===== src/rtl/vga_image_scanner_if.sv =====
// Signal bundle between the VGA image scanner, its image memory and the display side.
interface vga_image_scanner_if #(
    parameter int unsigned ADDR_W = 16,
    parameter int unsigned PIX_W  = 8
);
    logic              src_sel;
    logic [PIX_W-1:0]  pix_raw;
    logic [PIX_W-1:0]  pix_dec;
    logic [ADDR_W-1:0] img_addr;
    logic              Hsync;
    logic              Vsync;
    logic [7:0]        Red;
    logic [7:0]        Green;
    logic [7:0]        Blue;
    logic              de;
    logic              frame_start;

    modport master (
        input  src_sel, pix_raw, pix_dec,
        output img_addr, Hsync, Vsync, Red, Green, Blue, de, frame_start
    );

    modport slave (
        output src_sel, pix_raw, pix_dec,
        input  img_addr, Hsync, Vsync, Red, Green, Blue, de, frame_start
    );
endinterface


===== src/rtl/vga_image_scanner.sv =====
// Parametrised VGA timing generator that scans an image window from memory with latency compensation.
// Optional macro VGA_IMAGE_SCANNER_BORDER_EN draws a white 1-pixel ring around the image window.
module vga_image_scanner #(
    parameter int unsigned H_ACTIVE = 640,
    parameter int unsigned H_FP     = 16,
    parameter int unsigned H_SYNC   = 96,
    parameter int unsigned H_BP     = 48,
    parameter int unsigned V_ACTIVE = 480,
    parameter int unsigned V_FP     = 10,
    parameter int unsigned V_SYNC   = 2,
    parameter int unsigned V_BP     = 33,
    parameter int unsigned SYNC_POL = 0,
    parameter int unsigned X0       = 0,
    parameter int unsigned Y0       = 0,
    parameter int unsigned IMG_W    = 256,
    parameter int unsigned IMG_H    = 256,
    parameter int unsigned ADDR_W   = 16,
    parameter int unsigned PIX_W    = 8,
    parameter int unsigned MEM_LAT  = 1
) (
    input  logic                clk,
    input  logic                rst,
    vga_image_scanner_if.master vga
);
    localparam int unsigned H_TOTAL = H_ACTIVE + H_FP + H_SYNC + H_BP;
    localparam int unsigned V_TOTAL = V_ACTIVE + V_FP + V_SYNC + V_BP;
    localparam int unsigned H_W     = $clog2(H_TOTAL);
    localparam int unsigned V_W     = $clog2(V_TOTAL);
    localparam int unsigned HS_BEG  = H_ACTIVE + H_FP;
    localparam int unsigned HS_END  = HS_BEG + H_SYNC;
    localparam int unsigned VS_BEG  = V_ACTIVE + V_FP;
    localparam int unsigned VS_END  = VS_BEG + V_SYNC;
    localparam logic        ACT_LVL = 1'(SYNC_POL);

    typedef struct packed {
        logic fs;
        logic ring;
        logic win;
        logic de;
        logic vs;
        logic hs;
    } stage_t;

    if (X0 + IMG_W > H_ACTIVE) begin : g_chk_x
        $fatal(1, "image window exceeds active width");
    end
    if (Y0 + IMG_H > V_ACTIVE) begin : g_chk_y
        $fatal(1, "image window exceeds active height");
    end
    if (64'(IMG_W) * 64'(IMG_H) > (64'd1 << ADDR_W)) begin : g_chk_addr
        $fatal(1, "image does not fit the address width");
    end
    if (MEM_LAT < 1) begin : g_chk_lat
        $fatal(1, "memory latency must be at least one cycle");
    end

    function automatic logic in_win(input int unsigned h, input int unsigned v);
        return (h + 32'd1 > X0) && (h < X0 + IMG_W) && (v + 32'd1 > Y0) && (v < Y0 + IMG_H);
    endfunction

    logic [H_W-1:0]    r_h_cnt;
    logic [V_W-1:0]    r_v_cnt;
    logic [H_W-1:0]    w_h_nxt;
    logic [V_W-1:0]    w_v_nxt;
    logic              w_h_last;
    logic              w_v_last;
    int unsigned       w_h;
    int unsigned       w_v;
    logic              w_win;
    logic              w_win_nxt;
    logic              w_frame_nxt;
    logic [ADDR_W-1:0] r_addr_cnt;
    logic [ADDR_W-1:0] r_img_addr;
    logic [ADDR_W-1:0] w_cnt_after;
    logic              r_sel;
    stage_t            w_stage;
    stage_t            r_pipe [MEM_LAT];
    stage_t            w_out;
    logic [PIX_W-1:0]  w_pix_sel;
    logic [7:0]        w_pix8;
    logic              r_hsync;
    logic              r_vsync;
    logic              r_de;
    logic              r_fs;
    logic [7:0]        r_pix;

    // Raster position counters
    assign w_h_last = (r_h_cnt == H_W'(H_TOTAL - 1));
    assign w_v_last = (r_v_cnt == V_W'(V_TOTAL - 1));
    assign w_h_nxt  = w_h_last ? '0 : r_h_cnt + H_W'(1);
    assign w_v_nxt  = w_h_last ? (w_v_last ? '0 : r_v_cnt + V_W'(1)) : r_v_cnt;
    assign w_h      = 32'(r_h_cnt);
    assign w_v      = 32'(r_v_cnt);

    always_ff @(posedge clk) begin
        if (rst) begin
            r_h_cnt <= '0;
            r_v_cnt <= '0;
        end else begin
            r_h_cnt <= w_h_nxt;
            r_v_cnt <= w_v_nxt;
        end
    end

    // Address is computed one position ahead so img_addr is a register aligned with the counters
    assign w_win       = in_win(w_h, w_v);
    assign w_win_nxt   = in_win(32'(w_h_nxt), 32'(w_v_nxt));
    assign w_frame_nxt = (w_h_nxt == '0) && (w_v_nxt == '0);
    assign w_cnt_after = w_win ? r_addr_cnt + ADDR_W'(1) : r_addr_cnt;

    always_ff @(posedge clk) begin
        if (rst || w_frame_nxt) begin
            r_addr_cnt <= '0;
            r_img_addr <= '0;
        end else begin
            r_addr_cnt <= w_cnt_after;
            if (w_win_nxt) begin
                r_img_addr <= w_cnt_after;
            end
        end
    end

    always_ff @(posedge clk) begin
        if (rst) begin
            r_sel <= 1'b0;
        end else if ((r_h_cnt == '0) && (r_v_cnt == '0)) begin
            r_sel <= vga.src_sel;
        end
    end

    always_comb begin
        w_stage      = '0;
        w_stage.hs   = (w_h >= HS_BEG) && (w_h < HS_END);
        w_stage.vs   = (w_v >= VS_BEG) && (w_v < VS_END);
        w_stage.de   = (w_h < H_ACTIVE) && (w_v < V_ACTIVE);
        w_stage.win  = w_win;
        w_stage.fs   = (r_h_cnt == '0) && (r_v_cnt == '0);
`ifdef VGA_IMAGE_SCANNER_BORDER_EN
        // Ring columns/rows are tested with +1/+2 offsets so X0=0 or Y0=0 needs no signed math
        w_stage.ring = w_stage.de &&
            ((((w_h + 32'd1 == X0) || (w_h == X0 + IMG_W)) &&
              (w_v + 32'd2 > Y0) && (w_v <= Y0 + IMG_H)) ||
             (((w_v + 32'd1 == Y0) || (w_v == Y0 + IMG_H)) &&
              (w_h + 32'd2 > X0) && (w_h <= X0 + IMG_W)));
`endif
    end

    // Delay the position flags to match the memory read latency
    always_ff @(posedge clk) begin
        if (rst) begin
            for (int unsigned i = 0; i < MEM_LAT; i++) begin
                r_pipe[i] <= '0;
            end
        end else begin
            r_pipe[0] <= w_stage;
            for (int unsigned i = 1; i < MEM_LAT; i++) begin
                r_pipe[i] <= r_pipe[i-1];
            end
        end
    end

    assign w_out     = r_pipe[MEM_LAT-1];
    assign w_pix_sel = r_sel ? vga.pix_dec : vga.pix_raw;

    if (PIX_W >= 8) begin : g_pix_trunc
        assign w_pix8 = w_pix_sel[PIX_W-1 -: 8];
    end else begin : g_pix_ext
        assign w_pix8 = {w_pix_sel, (8 - PIX_W)'(0)};
    end

    always_ff @(posedge clk) begin
        if (rst) begin
            r_hsync <= ~ACT_LVL;
            r_vsync <= ~ACT_LVL;
            r_de    <= 1'b0;
            r_fs    <= 1'b0;
            r_pix   <= '0;
        end else begin
            r_hsync <= w_out.hs ? ACT_LVL : ~ACT_LVL;
            r_vsync <= w_out.vs ? ACT_LVL : ~ACT_LVL;
            r_de    <= w_out.de;
            r_fs    <= w_out.fs;
            if (w_out.win) begin
                r_pix <= w_pix8;
            end else if (w_out.ring) begin
                r_pix <= 8'hFF;
            end else begin
                r_pix <= '0;
            end
        end
    end

    assign vga.img_addr    = r_img_addr;
    assign vga.Hsync       = r_hsync;
    assign vga.Vsync       = r_vsync;
    assign vga.de          = r_de;
    assign vga.frame_start = r_fs;
    assign vga.Red         = r_pix;
    assign vga.Green       = r_pix;
    assign vga.Blue        = r_pix;
endmodule


===== src/flat_wrapper.sv =====
// flat-port wrapper written by rule: the top's interface ports become plain ports
module vga_image_scanner_flat 
#(
    parameter int unsigned H_ACTIVE = 640,
    parameter int unsigned H_FP     = 16,
    parameter int unsigned H_SYNC   = 96,
    parameter int unsigned H_BP     = 48,
    parameter int unsigned V_ACTIVE = 480,
    parameter int unsigned V_FP     = 10,
    parameter int unsigned V_SYNC   = 2,
    parameter int unsigned V_BP     = 33,
    parameter int unsigned SYNC_POL = 0,
    parameter int unsigned X0       = 0,
    parameter int unsigned Y0       = 0,
    parameter int unsigned IMG_W    = 256,
    parameter int unsigned IMG_H    = 256,
    parameter int unsigned ADDR_W   = 16,
    parameter int unsigned PIX_W    = 8,
    parameter int unsigned MEM_LAT  = 1
)
  (clk, rst, vga_src_sel, vga_pix_raw, vga_pix_dec, vga_img_addr, vga_Hsync, vga_Vsync, vga_Red, vga_Green, vga_Blue, vga_de, vga_frame_start);
  vga_image_scanner_if #(.ADDR_W(ADDR_W), .PIX_W(PIX_W)) vga_i ();
  input  logic clk;
  input  logic rst;
  input wire logic [$bits(vga_i.src_sel)-1:0] vga_src_sel;
  input wire logic [$bits(vga_i.pix_raw)-1:0] vga_pix_raw;
  input wire logic [$bits(vga_i.pix_dec)-1:0] vga_pix_dec;
  output wire logic [$bits(vga_i.img_addr)-1:0] vga_img_addr;
  output wire logic [$bits(vga_i.Hsync)-1:0] vga_Hsync;
  output wire logic [$bits(vga_i.Vsync)-1:0] vga_Vsync;
  output wire logic [$bits(vga_i.Red)-1:0] vga_Red;
  output wire logic [$bits(vga_i.Green)-1:0] vga_Green;
  output wire logic [$bits(vga_i.Blue)-1:0] vga_Blue;
  output wire logic [$bits(vga_i.de)-1:0] vga_de;
  output wire logic [$bits(vga_i.frame_start)-1:0] vga_frame_start;
  assign vga_i.src_sel = vga_src_sel;
  assign vga_i.pix_raw = vga_pix_raw;
  assign vga_i.pix_dec = vga_pix_dec;
  assign vga_img_addr = vga_i.img_addr;
  assign vga_Hsync = vga_i.Hsync;
  assign vga_Vsync = vga_i.Vsync;
  assign vga_Red = vga_i.Red;
  assign vga_Green = vga_i.Green;
  assign vga_Blue = vga_i.Blue;
  assign vga_de = vga_i.de;
  assign vga_frame_start = vga_i.frame_start;
  vga_image_scanner #(.H_ACTIVE(H_ACTIVE), .H_FP(H_FP), .H_SYNC(H_SYNC), .H_BP(H_BP), .V_ACTIVE(V_ACTIVE), .V_FP(V_FP), .V_SYNC(V_SYNC), .V_BP(V_BP), .SYNC_POL(SYNC_POL), .X0(X0), .Y0(Y0), .IMG_W(IMG_W), .IMG_H(IMG_H), .ADDR_W(ADDR_W), .PIX_W(PIX_W), .MEM_LAT(MEM_LAT)) u_core (.clk(clk), .rst(rst), .vga(vga_i));
endmodule

===== config.mk =====
export PLATFORM = sky130hd
export DESIGN_NAME = vga_image_scanner_flat
export DESIGN_NICKNAME = d
export VERILOG_FILES = /design/src/rtl/vga_image_scanner_if.sv /design/src/rtl/vga_image_scanner.sv /design/src/flat_wrapper.sv
export SDC_FILE = /design/constraint.sdc
export NUM_CORES = 1
export LEC_CHECK = 0
export CORE_MARGIN = 2
export CORE_UTILIZATION = 40
export DETAILED_ROUTE_END_ITERATION = 10
export PLACE_DENSITY = 0.62
export SLEW_MARGIN = 20
export SYNTH_ARGS = -nofsm -noshare
export SYNTH_HDL_FRONTEND = slang
export SYNTH_SLANG_ARGS = --single-unit

===== constraint.sdc =====
create_clock -name clk -period 3.8 [get_ports clk]
set_input_delay 0.95 -clock clk [delete_from_list [all_inputs] [get_ports clk]]
set_output_delay 0.95 -clock clk [all_outputs]
set_load 0.005 [all_outputs]

==> run_results.csv <==
group,metric,value,unit
clock_tree,clk_pin_slew_worst_paths,0.08,ns
yosys,synth_fp_nets,456,
placement,dp_hpwl,6.13,mm
placement,dpl-instance-area,4200,µm²
layout,multi_input_area,1930,µm²
grt,track_usage,0.178,
placement,io_buffers,62,
detailed_routing,wl_per_cell,14.9,µm
layout,drive_above_1_share,0.0927,
yosys,synth_area_leaders,"dfxtp_1 38%, nand3_1 5.3%, nor2_1 5.2%, xnor2_1 4.8%, o221ai_2 4.1%",
sta,final.setup.worst_slack,0.332,ns
sta,fmax,288,MHz
grt,grt_start_max_net_pins,24,
floorplan,ios,63,
worst_setup_path,crit_arrival,3.69,ns
sta,hold-worst-slack,0.375,ns
yosys,synthFlopType,"dfxtp_1",
yosys,ys_types,54,
grt,grtUsageMet1,0.234,
floorplan,start_util,0.417,
yosys,synth_common_cells,"70 x dfxtp_1, 51 x nor2_1, 39 x nand3_1",
sta,maxSlewHeadroom,0.651,
grt,busiest_layer,"met2",
clock_tree,hold_buffers,0,
layout,stdcell_count,572,
worst_setup_path,path_class,"register to register",
floorplan,core_area,8810,µm²
min_path,holdPathStages,1,
yosys,yosys.cell_count.top_type,"dfxtp_1",
power,power_per_cell_area,340,nW/µm²
yosys,ys_async_sr_fraction,0,
worst_setup_path,start_kind,"register",
sta,worst_pin_slew,0.522,ns
clock_tree,cts_tree,"done",
detailed_routing,drtAntennaViolNets,0,
sta,finalClockSkew,0.0115,ns
clock_tree,post_cts_resized,0,
yosys,synth.largest_area_cell,"dfxtp_1",
layout,synthToLayoutAreaGrowth,19.6,%
sta,hold_viol_final,0,
sta,finalSetupViolCount,0,
layout,fin_util,0.499,
detailed_routing,first_pass_iters,4,
grt,met2_usage,0.293,
sta,period_share,0.913,
layout,diodes,0,
yosys,synth_seq_area_share,0.382,
detailed_routing,drc,0,
clock_tree,postCtsSetupRepairBufs,0,
worst_setup_path,worstPathCellList,"ha_1 -> nand4_1 -> or3_1 -> o31a_1 -> a311oi_1 -> and4_1 -> or3_1 -> buf_4 -> o221ai_1",
clock_tree,clock_sinks,70,
yosys,avgSynthCellArea,8.54,µm²
layout,nFillCells,833,
clock_tree,clk_latency,0.35,ns
placement,placedCellCount,557,
detailed_routing,viasPerCell,5.47,
placement,dp_slack,0.362,ns
layout,final-seq-area,1400,µm²
clock_tree,cts_buffer_depth,2,
job,cap_violations,0,
floorplan,die_w,99.8,µm
worst_setup_path,path_depth,9,
power,p_total,1.49,mW
yosys,synth_top_area_frac,0.382,
grt,grt_pass1_vias,2887,
sta,setup_tns,0,ns
sta,rsz0062_at_grt,"false",
detailed_routing,via_count,3127,
yosys,ys_ff_latch,70,
floorplan,num_rows,34,
grt,grt-ovfl-total,0,
floorplan,die_h,99.8,µm
yosys,yosysWarnings,0,
power,ir_worst_vdd,0.187,mV
worst_setup_path,endpoint_kind,"register",
grt,antenna_found_initial,0,
power,p_leak,1.51,nW
floorplan,die_area,9960,µm²
layout,fin_nets,486,
grt,grt_use_met3,0.0467,
layout,finalInstanceArea,4390,µm²
worst_setup_path,required,4.02,ns
detailed_routing,drtIter0Drc,117,
worst_setup_path,critPathMostFrequentCell,"or3_1",
sta,min_period,3.47,ns
yosys,synth_edf_count,0,
sta,maxSlewViolCount,0,
detailed_routing,routed_wl,8.52,mm
yosys,synthesis.area,3670,µm²
worst_setup_path,critPathMaxFanout,14,
yosys,synth_cells,430,
worst_setup_path,critPathMaxStageDelay,0.59,ns
clock_tree,cts_htree_levels,3,
worst_setup_path,path_delay_family,"simple AND/OR/NAND/NOR gates",
min_path,hp-class,"register to register",
grt,grt_pass1_wl,14.3,mm
worst_setup_path,crit_buf_inv,1,
placement,gp_congestion,0.915,
clock_tree,cts_root_buffer,"clkbuf_8",
worst_setup_path,r2r_cells,9,
run_status,status,"finished, final reports clean",
worst_setup_path,worst_path_max_delay_cell,"or3_1",
clock_tree,numCtsBuffers,9,
worst paths after layout:
check / startpoint / slack [ns] / to
worst max-delay path: u_core.r_h_cnt[1] / 0.33 / u_core.vga.img_addr[3]
worst min-delay path: u_core.r_pipe[0][0] / 0.37 / u_core.vga.Hsync
worst max register to register: u_core.r_h_cnt[1] / 0.33 / u_core.vga.img_addr[3]
worst min register to register: u_core.r_pipe[0][0] / 0.37 / u_core.vga.Hsync
cells by family after synthesis:
kind of cell / synth area share
simple gates: 0.262
flops: 0.382
buf+inv: 0.0913
compound gates: 0.146
xor+xnor: 0.0620
mux: 0.0327
fa+ha+maj: 0.0239
placed cells by master (no fill, tap or decap), drive strengths merged, types with 3 or more instances in the layout:
master / synthesis / routed
a21oi: 11 / 11
a31oi: 3 / 3
and3: 9 / 9
and4: 6 / 6
buf: 33 / 10
clkbuf: 20 / 9
clkdlybuf4s50: 0 / 62
clkinv: 0 / 3
dfxtp: 70 / 70
ha: 7 / 7
inv: 10 / 10
mux2i: 12 / 12
nand2: 23 / 23
nand3: 39 / 39
nand4: 6 / 6
nor2: 52 / 52
nor2b: 3 / 3
nor3: 28 / 28
nor4: 7 / 7
o21ai: 13 / 13
o221ai: 14 / 14
o31a: 3 / 3
or3: 5 / 5
xnor2: 20 / 20
xor2: 6 / 6
flip-flops by register name, summed over array words and instances (netlist names):
name and count:
u_core.r_addr_cnt 16, u_core.vga.frame_start 1, u_core.r_h_cnt 10, u_core.r_sel 1
u_core.r_v_cnt 10, u_core.vga.de 1, u_core.r_pipe 5, u_core.vga.img_addr 16
u_core.vga.Hsync 1, u_core.vga.Vsync 1, u_core.vga.Blue 8
routing by layer:
layer  up-vias  wire length, µm
li1       1582                -
met4         0               82
met2        74             4210
met1      1462             3840
met3         9              386
met5         -                0
worst reg2reg max path, cell delays in order, from the launching register on:
cell and delay [ns]:
dfxtp_1 0.46, ha_1 0.29, nand4_1 0.32, or3_1 0.59
o31a_1 0.34, a311oi_1 0.31, and4_1 0.47, or3_1 0.17
buf_4 0.24, o221ai_1 0.15
area by class of cell:
type,count,share of cell area
Clock buffer,9,0.0282
Multi-Input combinational cell,297,0.440
Timing Repair Buffer,72,0.158
Inverter,10,0.00855
Sequential cell,70,0.319
Clock inverter,6,0.0145
Tap cell,108,0.0308
power by group:
group | leakage, nW | internal [mW] | total [mW] | switching, mW
clock | 0.0911 | 0.298 | 0.581 | 0.283
combinational | 0.855 | 0.0781 | 0.140 | 0.0615
sequential | 0.569 | 0.752 | 0.771 | 0.0190
total | 1.51 | 1.13 | 1.49 | 0.363
Note: power is estimated with default switching activity, not from simulation.
